## config.mk

```make
export PLATFORM = sky130hd
export DESIGN_NAME = vid2is_mode_controller_flat
export DESIGN_NICKNAME = d
export VERILOG_FILES = /design/src/rtl/vid2is_mode_controller_if.sv /design/src/rtl/vid2is_mode_controller.sv /design/src/flat_wrapper.sv
export SDC_FILE = /design/constraint.sdc
export NUM_CORES = 1
export LEC_CHECK = 0
export BUFFER_PORTS_ARGS = -buffer_cell sky130_fd_sc_hd__buf_2
export CAP_MARGIN = 15
export CORE_MARGIN = 3
export CORE_UTILIZATION = 30
export DETAILED_ROUTE_END_ITERATION = 7
export GPL_ROUTABILITY_DRIVEN = 0
export GPL_TIMING_DRIVEN = 0
export HOLD_SLACK_MARGIN = 0.03
export SYNTH_ARGS = -nofsm -noshare
export SYNTH_HDL_FRONTEND = slang
export SYNTH_SLANG_ARGS = --single-unit
```

## constraint.sdc

```tcl
create_clock -name clk -period 1.72 [get_ports clk]
set_input_delay 0.172 -clock clk [delete_from_list [all_inputs] [get_ports clk]]
set_output_delay 0.172 -clock clk [all_outputs]
set_load 0.005 [all_outputs]
```

## src/rtl/vid2is_mode_controller_if.sv

```systemverilog
// vid2is_mode_controller_if: detector status, packetiser handshake and snapshot bus around the mode controller
interface vid2is_mode_controller_if;
  logic        go;
  logic        vid_locked;
  logic        start_new_field;
  logic        det_update;
  logic        det_res_change;
  logic        det_stable;
  logic        det_res_valid;
  logic        det_interlaced;
  logic [14:0] det_active_samples;
  logic [13:0] det_active_lines_f0;
  logic [13:0] det_active_lines_f1;
  logic        ctrl_ack;
  logic        field_done;
  logic [13:0] width;
  logic [12:0] height_f0;
  logic [12:0] height_f1;
  logic        interlaced;
  logic        ctrl_req;
  logic        stream_en;
  logic [2:0]  status;
  logic [7:0]  res_change_count;
  logic        irq;
  modport master (
    output go, vid_locked, start_new_field, det_update, det_res_change, det_stable,
           det_res_valid, det_interlaced, det_active_samples, det_active_lines_f0,
           det_active_lines_f1, ctrl_ack, field_done,
    input  width, height_f0, height_f1, interlaced, ctrl_req, stream_en, status,
           res_change_count, irq
  );
  modport slave (
    input  go, vid_locked, start_new_field, det_update, det_res_change, det_stable,
           det_res_valid, det_interlaced, det_active_samples, det_active_lines_f0,
           det_active_lines_f1, ctrl_ack, field_done,
    output width, height_f0, height_f1, interlaced, ctrl_req, stream_en, status,
           res_change_count, irq
  );
endinterface

```

## src/rtl/vid2is_mode_controller.sv

```systemverilog
// vid2is_mode_controller: qualifies a detected resolution, hands it to the packetiser and gates the stream at field boundaries; VID2IS_MODE_IRQ_EN adds sticky change/timeout interrupts
module vid2is_mode_controller #(
  parameter int QUALIFY_FIELDS = 3,
  parameter int DRAIN_TIMEOUT  = 4096
) (
  input logic clk,
  input logic rst_n,
  vid2is_mode_controller_if.slave bus
);
  localparam logic [2:0] IDLE      = 3'd0;
  localparam logic [2:0] WAIT_LOCK = 3'd1;
  localparam logic [2:0] QUALIFY   = 3'd2;
  localparam logic [2:0] SEND_CTRL = 3'd3;
  localparam logic [2:0] STREAM    = 3'd4;
  localparam logic [2:0] DRAIN     = 3'd5;
  localparam int DW = $clog2(DRAIN_TIMEOUT);
  logic [2:0]    state, state_n;
  logic [3:0]    qual_cnt;
  logic [DW-1:0] drain_cnt;
  logic upd_q, chg_q, pend_stop;
  logic upd_evt, chg_evt, good, clean, qual_hit, ack, stop_req, stream_stop;
  logic drain_fd, drain_to, drain_exit;
  assign upd_evt     = bus.det_update ^ upd_q;
  assign chg_evt     = bus.det_res_change ^ chg_q;
  assign good        = bus.vid_locked & bus.det_stable & bus.det_res_valid & bus.det_active_samples[0]
                     & bus.det_active_lines_f0[0] & (bus.det_active_lines_f1[0] | ~bus.det_interlaced);
  assign clean       = good & ~upd_evt & ~chg_evt;
  assign qual_hit    = state == QUALIFY && bus.go && clean && bus.start_new_field
                     && qual_cnt == 4'(QUALIFY_FIELDS - 1);
  assign ack         = state == SEND_CTRL && bus.ctrl_req && bus.ctrl_ack;
  assign stop_req    = pend_stop | chg_evt | ~bus.go;
  assign stream_stop = state == STREAM && (chg_evt || !bus.vid_locked || !bus.go);
  assign drain_fd    = state == DRAIN && bus.field_done;
  assign drain_to    = state == DRAIN && !bus.field_done && drain_cnt == DW'(DRAIN_TIMEOUT - 1);
  assign drain_exit  = drain_fd | drain_to;
  assign bus.status  = state;
  // Next-state selection; go=0 wins in the pre-handshake states
  always_comb begin
    state_n = IDLE;
    case (state)
      IDLE:      state_n = bus.go ? WAIT_LOCK : IDLE;
      WAIT_LOCK: state_n = !bus.go ? IDLE : good ? QUALIFY : WAIT_LOCK;
      QUALIFY:   state_n = !bus.go ? IDLE : !bus.vid_locked ? WAIT_LOCK : qual_hit ? SEND_CTRL : QUALIFY;
      SEND_CTRL: state_n = !ack ? SEND_CTRL : stop_req ? DRAIN : STREAM;
      STREAM:    state_n = stream_stop ? DRAIN : STREAM;
      DRAIN:     state_n = !drain_exit ? DRAIN : bus.go ? WAIT_LOCK : IDLE;
      default:   state_n = IDLE;
    endcase
  end
  // Toggle history follows the detector every cycle so a toggle is seen exactly once
  always_ff @(posedge clk or negedge rst_n) begin
    if (!rst_n) begin
      upd_q <= 1'b0;
      chg_q <= 1'b0;
    end else begin
      upd_q <= bus.det_update;
      chg_q <= bus.det_res_change;
    end
  end
  // State, field qualification count, drain timer and stop request latched during the handshake
  always_ff @(posedge clk or negedge rst_n) begin
    if (!rst_n) begin
      state     <= IDLE;
      qual_cnt  <= '0;
      drain_cnt <= '0;
      pend_stop <= 1'b0;
    end else begin
      state     <= state_n;
      qual_cnt  <= !(state == QUALIFY && clean) ? '0 : bus.start_new_field ? qual_cnt + 4'd1 : qual_cnt;
      drain_cnt <= state == DRAIN ? drain_cnt + 1'b1 : '0;
      pend_stop <= state == SEND_CTRL && !ack && stop_req;
    end
  end
  // Control request, field-aligned stream gate and saturating change counter
  always_ff @(posedge clk or negedge rst_n) begin
    if (!rst_n) begin
      bus.ctrl_req         <= 1'b0;
      bus.stream_en        <= 1'b0;
      bus.res_change_count <= '0;
    end else begin
      bus.ctrl_req         <= state == SEND_CTRL && !ack;
      bus.stream_en        <= (state == STREAM && !stream_stop && bus.start_new_field) ? 1'b1
                            : drain_exit ? 1'b0 : bus.stream_en;
      bus.res_change_count <= (state == STREAM && chg_evt && bus.res_change_count != 8'hFF)
                            ? bus.res_change_count + 8'd1 : bus.res_change_count;
    end
  end
  // Resolution snapshot taken in the accepting cycle only
  always_ff @(posedge clk or negedge rst_n) begin
    if (!rst_n) begin
      bus.width      <= '0;
      bus.height_f0  <= '0;
      bus.height_f1  <= '0;
      bus.interlaced <= 1'b0;
    end else if (qual_hit) begin
      bus.width      <= bus.det_active_samples[14:1];
      bus.height_f0  <= bus.det_active_lines_f0[13:1];
      bus.height_f1  <= bus.det_interlaced ? bus.det_active_lines_f1[13:1] : '0;
      bus.interlaced <= bus.det_interlaced;
    end
  end
`ifdef VID2IS_MODE_IRQ_EN
  logic go_q, chg_irq, to_irq, chg_irq_n, to_irq_n;
  assign chg_irq_n = (bus.go & ~go_q) ? 1'b0 : chg_irq | (state == STREAM && chg_evt);
  assign to_irq_n  = (bus.go & ~go_q) ? 1'b0 : to_irq | drain_to;
  // Sticky interrupt sources, cleared by a rising edge of go
  always_ff @(posedge clk or negedge rst_n) begin
    if (!rst_n) begin
      go_q    <= 1'b0;
      chg_irq <= 1'b0;
      to_irq  <= 1'b0;
      bus.irq <= 1'b0;
    end else begin
      go_q    <= bus.go;
      chg_irq <= chg_irq_n;
      to_irq  <= to_irq_n;
      bus.irq <= chg_irq_n | to_irq_n;
    end
  end
`else
  assign bus.irq = 1'b0;
`endif
endmodule

```

## src/flat_wrapper.sv

```systemverilog
// flat-port wrapper written by rule: the top's interface ports become plain ports
module vid2is_mode_controller_flat 
#(
  parameter int QUALIFY_FIELDS = 3,
  parameter int DRAIN_TIMEOUT  = 4096
)
  (clk, rst_n, bus_go, bus_vid_locked, bus_start_new_field, bus_det_update, bus_det_res_change, bus_det_stable, bus_det_res_valid, bus_det_interlaced, bus_det_active_samples, bus_det_active_lines_f0, bus_det_active_lines_f1, bus_ctrl_ack, bus_field_done, bus_width, bus_height_f0, bus_height_f1, bus_interlaced, bus_ctrl_req, bus_stream_en, bus_status, bus_res_change_count, bus_irq);
  vid2is_mode_controller_if bus_i ();
  input logic clk;
  input logic rst_n;
  input wire logic [$bits(bus_i.go)-1:0] bus_go;
  input wire logic [$bits(bus_i.vid_locked)-1:0] bus_vid_locked;
  input wire logic [$bits(bus_i.start_new_field)-1:0] bus_start_new_field;
  input wire logic [$bits(bus_i.det_update)-1:0] bus_det_update;
  input wire logic [$bits(bus_i.det_res_change)-1:0] bus_det_res_change;
  input wire logic [$bits(bus_i.det_stable)-1:0] bus_det_stable;
  input wire logic [$bits(bus_i.det_res_valid)-1:0] bus_det_res_valid;
  input wire logic [$bits(bus_i.det_interlaced)-1:0] bus_det_interlaced;
  input wire logic [$bits(bus_i.det_active_samples)-1:0] bus_det_active_samples;
  input wire logic [$bits(bus_i.det_active_lines_f0)-1:0] bus_det_active_lines_f0;
  input wire logic [$bits(bus_i.det_active_lines_f1)-1:0] bus_det_active_lines_f1;
  input wire logic [$bits(bus_i.ctrl_ack)-1:0] bus_ctrl_ack;
  input wire logic [$bits(bus_i.field_done)-1:0] bus_field_done;
  output wire logic [$bits(bus_i.width)-1:0] bus_width;
  output wire logic [$bits(bus_i.height_f0)-1:0] bus_height_f0;
  output wire logic [$bits(bus_i.height_f1)-1:0] bus_height_f1;
  output wire logic [$bits(bus_i.interlaced)-1:0] bus_interlaced;
  output wire logic [$bits(bus_i.ctrl_req)-1:0] bus_ctrl_req;
  output wire logic [$bits(bus_i.stream_en)-1:0] bus_stream_en;
  output wire logic [$bits(bus_i.status)-1:0] bus_status;
  output wire logic [$bits(bus_i.res_change_count)-1:0] bus_res_change_count;
  output wire logic [$bits(bus_i.irq)-1:0] bus_irq;
  assign bus_i.go = bus_go;
  assign bus_i.vid_locked = bus_vid_locked;
  assign bus_i.start_new_field = bus_start_new_field;
  assign bus_i.det_update = bus_det_update;
  assign bus_i.det_res_change = bus_det_res_change;
  assign bus_i.det_stable = bus_det_stable;
  assign bus_i.det_res_valid = bus_det_res_valid;
  assign bus_i.det_interlaced = bus_det_interlaced;
  assign bus_i.det_active_samples = bus_det_active_samples;
  assign bus_i.det_active_lines_f0 = bus_det_active_lines_f0;
  assign bus_i.det_active_lines_f1 = bus_det_active_lines_f1;
  assign bus_i.ctrl_ack = bus_ctrl_ack;
  assign bus_i.field_done = bus_field_done;
  assign bus_width = bus_i.width;
  assign bus_height_f0 = bus_i.height_f0;
  assign bus_height_f1 = bus_i.height_f1;
  assign bus_interlaced = bus_i.interlaced;
  assign bus_ctrl_req = bus_i.ctrl_req;
  assign bus_stream_en = bus_i.stream_en;
  assign bus_status = bus_i.status;
  assign bus_res_change_count = bus_i.res_change_count;
  assign bus_irq = bus_i.irq;
  vid2is_mode_controller #(.QUALIFY_FIELDS(QUALIFY_FIELDS), .DRAIN_TIMEOUT(DRAIN_TIMEOUT)) u_core (.clk(clk), .rst_n(rst_n), .bus(bus_i));
endmodule
```

[After elaboration in Yosys (flattened, before gate mapping)]
Cells that the tools add are included.
Word-level totals
  input port bits: 55
  register bits: 73
  output and inout port bits: 55
Operators by class
  bitwise logic cells: 17
  reductions and logical operators: 26
  eq/ne operators: 9
  muxes and demuxes: 17
  add/subtract/negate cells: 3
Operators with widths (count)
  $pmux 3 s6: 1
  $logic_and 1x1->1: 17
  $mux 3: 5
  $mux 13: 1
  $add 12x1->12 const B: 1
  $eq 12x12->1 const B: 1
  $mux 12: 1
  $add 8x1->8 const B: 1
  $mux 4: 2
  $ne 8x8->1 const B: 1
  $and 1x1->1: 7
  $eq 3x2->1 const B: 2
  $eq 3x3->1 const B: 2
  $mux 1: 6
  $logic_not 1->1: 5
  $add 4x1->4 const B: 1
  $eq 4x2->1 const B: 1
  $not 1->1: 4
  $or 1x1->1: 4
  $eq 3x1->1 const B: 1
  $logic_not 3->1: 1
  $logic_or 1x1->1: 2
  $mux 2: 1
  $ne 2x2->1 const B: 1
  2 further kinds: 3

[Longest topological paths before layout]
  depth in word-level cells: 14
  depth in mapped cells: 8
  gate-level depth less buffers: 6

[Least setup slack after synthesis]
OpenSTA, ideal clock, no wires.
  kind: flip-flop to flip-flop
  start: register u_core.drain_cnt[0]
  end: register u_core.state[0], in the netlist u_core.bus.status[0]
  clock period less this slack: 1.478 ns
  path slack: 0.242 ns
  arrival: 1.352 ns
  stages on the path, launching flop included: 6
  path buffers: 0
  cells stage by stage: dfrtp_1 > ha_1 > and3_4 > a41o_1 > o21bai_1 > a221o_1
Between the ends
  word-level cells in the longest chain between the ends: 5
Ends and longest elaborated chain
  start, declared: RTL line vid2is_mode_controller.sv:19  | logic [DW-1:0] drain_cnt;
  start signal, assigned: RTL line vid2is_mode_controller.sv:70  | drain_cnt <= state == DRAIN ? drain_cnt + 1'b1 : '0;
  $eq 12x12->1: RTL line vid2is_mode_controller.sv:34  | assign drain_to = state == DRAIN && !bus.field_done && drain_cnt == DW'(DRAIN_TIMEOUT - 1);
  $logic_and 1x1->1: RTL line vid2is_mode_controller.sv:34
  $or 1x1->1: RTL line vid2is_mode_controller.sv:35  | assign drain_exit = drain_fd | drain_to;
  $mux 3: RTL line vid2is_mode_controller.sv:46  | DRAIN: state_n = !drain_exit ? DRAIN : bus.go ? WAIT_LOCK : IDLE;
  $pmux 3 s6: RTL line vid2is_mode_controller.sv:40  | case (state)
  named net u_core.state_n[0]: RTL line vid2is_mode_controller.sv:17  | logic [2:0] state, state_n;
  end signal, assigned: RTL line vid2is_mode_controller.sv:68  | state <= state_n;
  end, declared: RTL line vid2is_mode_controller.sv:17
The timed path passes the listed nets, and every way through them passes these cells.
A chain may end at the register's enable or synchronous reset.

[Final worst setup path]
  start: input port bus_det_res_change
  end: register u_core.state[0], in the netlist u_core.bus.status[0]
Between the ends
  word-level cells in the longest chain between the ends: 10
Ends and longest elaborated chain
  start, declared: RTL line flat_wrapper.sv:15  | input wire logic [$bits(bus_i.det_res_change)-1:0] bus_det_res_change;
  $xor 1x1->1 *: RTL line vid2is_mode_controller.sv:24  | assign chg_evt = bus.det_res_change ^ chg_q;
  $not 1->1: RTL line vid2is_mode_controller.sv:27  | assign clean = good & ~upd_evt & ~chg_evt;
  $and 1x1->1: RTL line vid2is_mode_controller.sv:27
  $logic_and 1x1->1 (2 in a row): RTL line vid2is_mode_controller.sv:28  | assign qual_hit = state == QUALIFY && bus.go && clean && bus.start_new_field
  $logic_and 1x1->1: RTL line vid2is_mode_controller.sv:29  | && qual_cnt == 4'(QUALIFY_FIELDS - 1);
  $mux 1: RTL line vid2is_mode_controller.sv:43  | QUALIFY: state_n = !bus.go ? IDLE : !bus.vid_locked ? WAIT_LOCK : qual_hit ? SEND_CTRL : QUALIFY;
  $mux 3 (2 in a row): RTL line vid2is_mode_controller.sv:43
  $pmux 3 s6 *: RTL line vid2is_mode_controller.sv:40
  named net u_core.state_n[0]: RTL line vid2is_mode_controller.sv:17
Mark *: on every way through the listed nets, which the timed path passes. The rest lies on a longest branch.

==> results.tsv <==
metric	value	unit
R2R setup slack	0.09	ns
global route overflow	0	
CP Class	input pin to flip-flop	
CP Capture Type	flip-flop	
global-route wire length before repair	12700	um
die height	108	um
Worst-Skew Late Latency	0.34	ns
Total GRT Usage	0.138	
router iterations before antenna repair	4	
Avg Vias per Cell	4.38	
cell chain of the critical path	dlygate4sd3_1 -> buf_2 -> xnor2_4 -> and3_4 -> nand4_1 -> buf_4 -> o21ai_0 -> a221o_1	
share of layout cells above drive strength 1	0.309	
Synth Flop Type	dfrtp_1	
largest cells by area after synthesis	dfrtp_1 58%, nand2_1 15%, nand3_1 3.7%	
minimum hold slack	0.0458	ns
largest net degree at the start of global routing	60	
share of Yosys cell area claimed by the top area cell type	0.583	
Startpoint Class	input pin	
period utilisation layout	0.967	
status	finished, final reports clean	
Worst R2R Path Depth	8	
Hold Path Class	input pin to flip-flop	
Iter 0 DRT Violations	150	
Core ar.	9950	um^2
CP max FO	5	
sequential share of the synthesized area	0.583	
post-layout util	0.450	
synth warn	0	
CTS buffer count	9	
slowest CP cell	dlygate4sd3_1	
Syn Inst Count	326	
Mapped Nets	385	
Std-Cell Rows	36	
post-synth top area cell	dfrtp_1	
Initial Util	0.315	
wire per inst	12.5	um
Post-Route WL	7740	um
Setup crit end	u_core.bus.status[0]$_DFF_PN0_	
CP Data Required Time	1.94	ns
syn avg cell area	9.61	um^2
FF-to-FF End	u_core.bus.height_f1[10]$_DFFE_PN0P_	
I/O Pins	110	
ANT nets after route	0	
CTS clock-pin slew for the worst setup and hold paths	0.07	ns
crit path time final	1.66	ns
area grow syn2layout	43.1	%
Vias	2714	
initial antenna violation count	0	
# DRC	0	
Worst Setup SP	bus_det_res_change	
endpoints failing setup	0	
Post-layout nets	540	
commonest non-fill, non-tap cells in the layout	128 x nand2_1, 108 x buf_2, 71 x dfrtp_1, 31 x dlygate4sd3_1, 23 x nand3_1	
clock skew	0.0117	ns
leakage power	2.46	nW
max cap viols	0	
reg-to-reg startpoint	u_core.upd_q$_DFF_PN0_	
synthesized cell area	3130	um^2
DIE WIDTH	108	um
arrival time at the worst endpoint	1.88	ns
power per cell area	738	nW/um^2
CTS tree	yes	
# diodes	0	
Post-DP HPWL	5330	um
H-tree depth	3	
worst ir drop on vdd	0.000436	V
Post-synth EDFFs	0	
Port Buffers	108	
Hold Violations, Final	0	
Num Clock Sinks	73	
Clock Path Buffers	2	
critical path's largest stage delay	0.53	ns
commonest non-fill, non-tap cell in the layout	nand2_1	
CTS Root Cell	clkbuf_8	
vias in the first global route	2705	
register bit total from synthesis	73	
Netlist cell types	38	
Max Slew Vio Count	0	
Die ar.	11700	um^2
share of synthesized registers carrying an async set or reset	1.00	
Fmax	601	MHz
==> state kept, by name, summed over array words and instances, names as in the netlist, 3 cells and up <==
| signal | flops |
|---|---|
| u_core.bus.status | 3 |
| u_core.drain_cnt | 12 |
| u_core.qual_cnt | 4 |
| u_core.bus.height_f0 | 13 |
| u_core.bus.height_f1 | 13 |
| u_core.bus.res_change_count | 8 |
| u_core.bus.width | 14 |
==> synthesized netlist by cell type, drive strengths merged, types with 2 or more instances <==
master	count
nand4	5
and3	7
nand3	23
nor2	17
nor3b	2
inv	3
nor3	4
dfrtp	73
nor2b	2
a21oi	2
o21ai	6
buf	7
clkbuf	6
xor2	13
xnor2	8
nand2	128
and4	2
ha	4
==> power by group <==
group | switching [mW] | internal (mW) | total (mW)
clock | 0.670 | 0.676 | 1.35
sequential | 0.0130 | 1.73 | 1.74
combinational | 0.0964 | 0.127 | 0.223
total | 0.779 | 2.53 | 3.31
==> how the worst min path moves through the flow <==
stage	startpoint	slack [ns]	endpoint	cells after the start
floorplan	rst_n	-0.12	u_core.bus.ctrl_req$_DFF_PN0_	0
global placement	bus_det_update	0.30	u_core.upd_q$_DFF_PN0_	1
detailed placement	rst_n	0.05	u_core.drain_cnt[10]$_DFF_PN0_	1
CTS	bus_det_active_lines_f1[3]	0.03	u_core.bus.height_f1[2]$_DFFE_PN0P_	3
global route	bus_det_active_lines_f1[9]	0.04	u_core.bus.height_f1[8]$_DFFE_PN0P_	3
finish	bus_det_active_samples[9]	0.05	u_core.bus.width[8]$_DFFE_PN0P_	3
==> layout make-up <==
cell class,count,area (um^2)
fill,967,5470
sequential,73,1830
multi-input combinational,237,1240
timing repair buffer,144,928
tap,133,166
clock buffer,10,128
buffer,13,110
clock inverter,6,67.6
inverter,3,11.3
==> worst max-delay path, delay by kind of cell <==
family	cells	cell delay, ns
compound gates	2	0.44
xor+xnor	1	0.14
simple gates	2	0.30
buf+inv	3	0.83
==> logic make-up after synthesis <==
| kind of cell | synth area share |
|---|---|
| buf+inv | 0.0292 |
| compound gates | 0.0360 |
| fa+ha+maj | 0.0160 |
| simple gates | 0.270 |
| xor+xnor | 0.0611 |
| flops | 0.583 |
| other cells | 0.00120 |
| mux | 0.00320 |
==> metal layers <==
layer | share of wire | track usage | vias to the layer above
li1 | - | - | 1371
met1 | 0.46 | 0.174 | 1259
met2 | 0.47 | 0.225 | 76
met3 | 0.061 | 0.0496 | 8
met4 | 0.0097 | 0.0343 | 0
met5 | 0 | 0 | -
==> metrics by stage <==
step                      setup WS, ns  cells  area (um^2)  power, mW  setup TNS, ns
after floorplan                  0.242    326         3130       1.81              0
after global placement          -0.214    567         3840       1.93         -10.71
after detailed placement        -0.251    568         3870       1.94          -8.65
after CTS                       0.0192    618         4400       3.37              0
after global routing          -0.00721    619         4480       3.46       -0.00866
final                           0.0560    619         4480       3.31              0
==> repair_timing <==
action	CTS	global route
gates cloned	0	1
hold buffers	31	0
buffers inserted	3	0
pin swaps	2	3
endpoints found under the setup margin	41	46
endpoints found under the hold margin	103	0
gates resized for setup	3	21
Power figures use the tool's default switching activity.
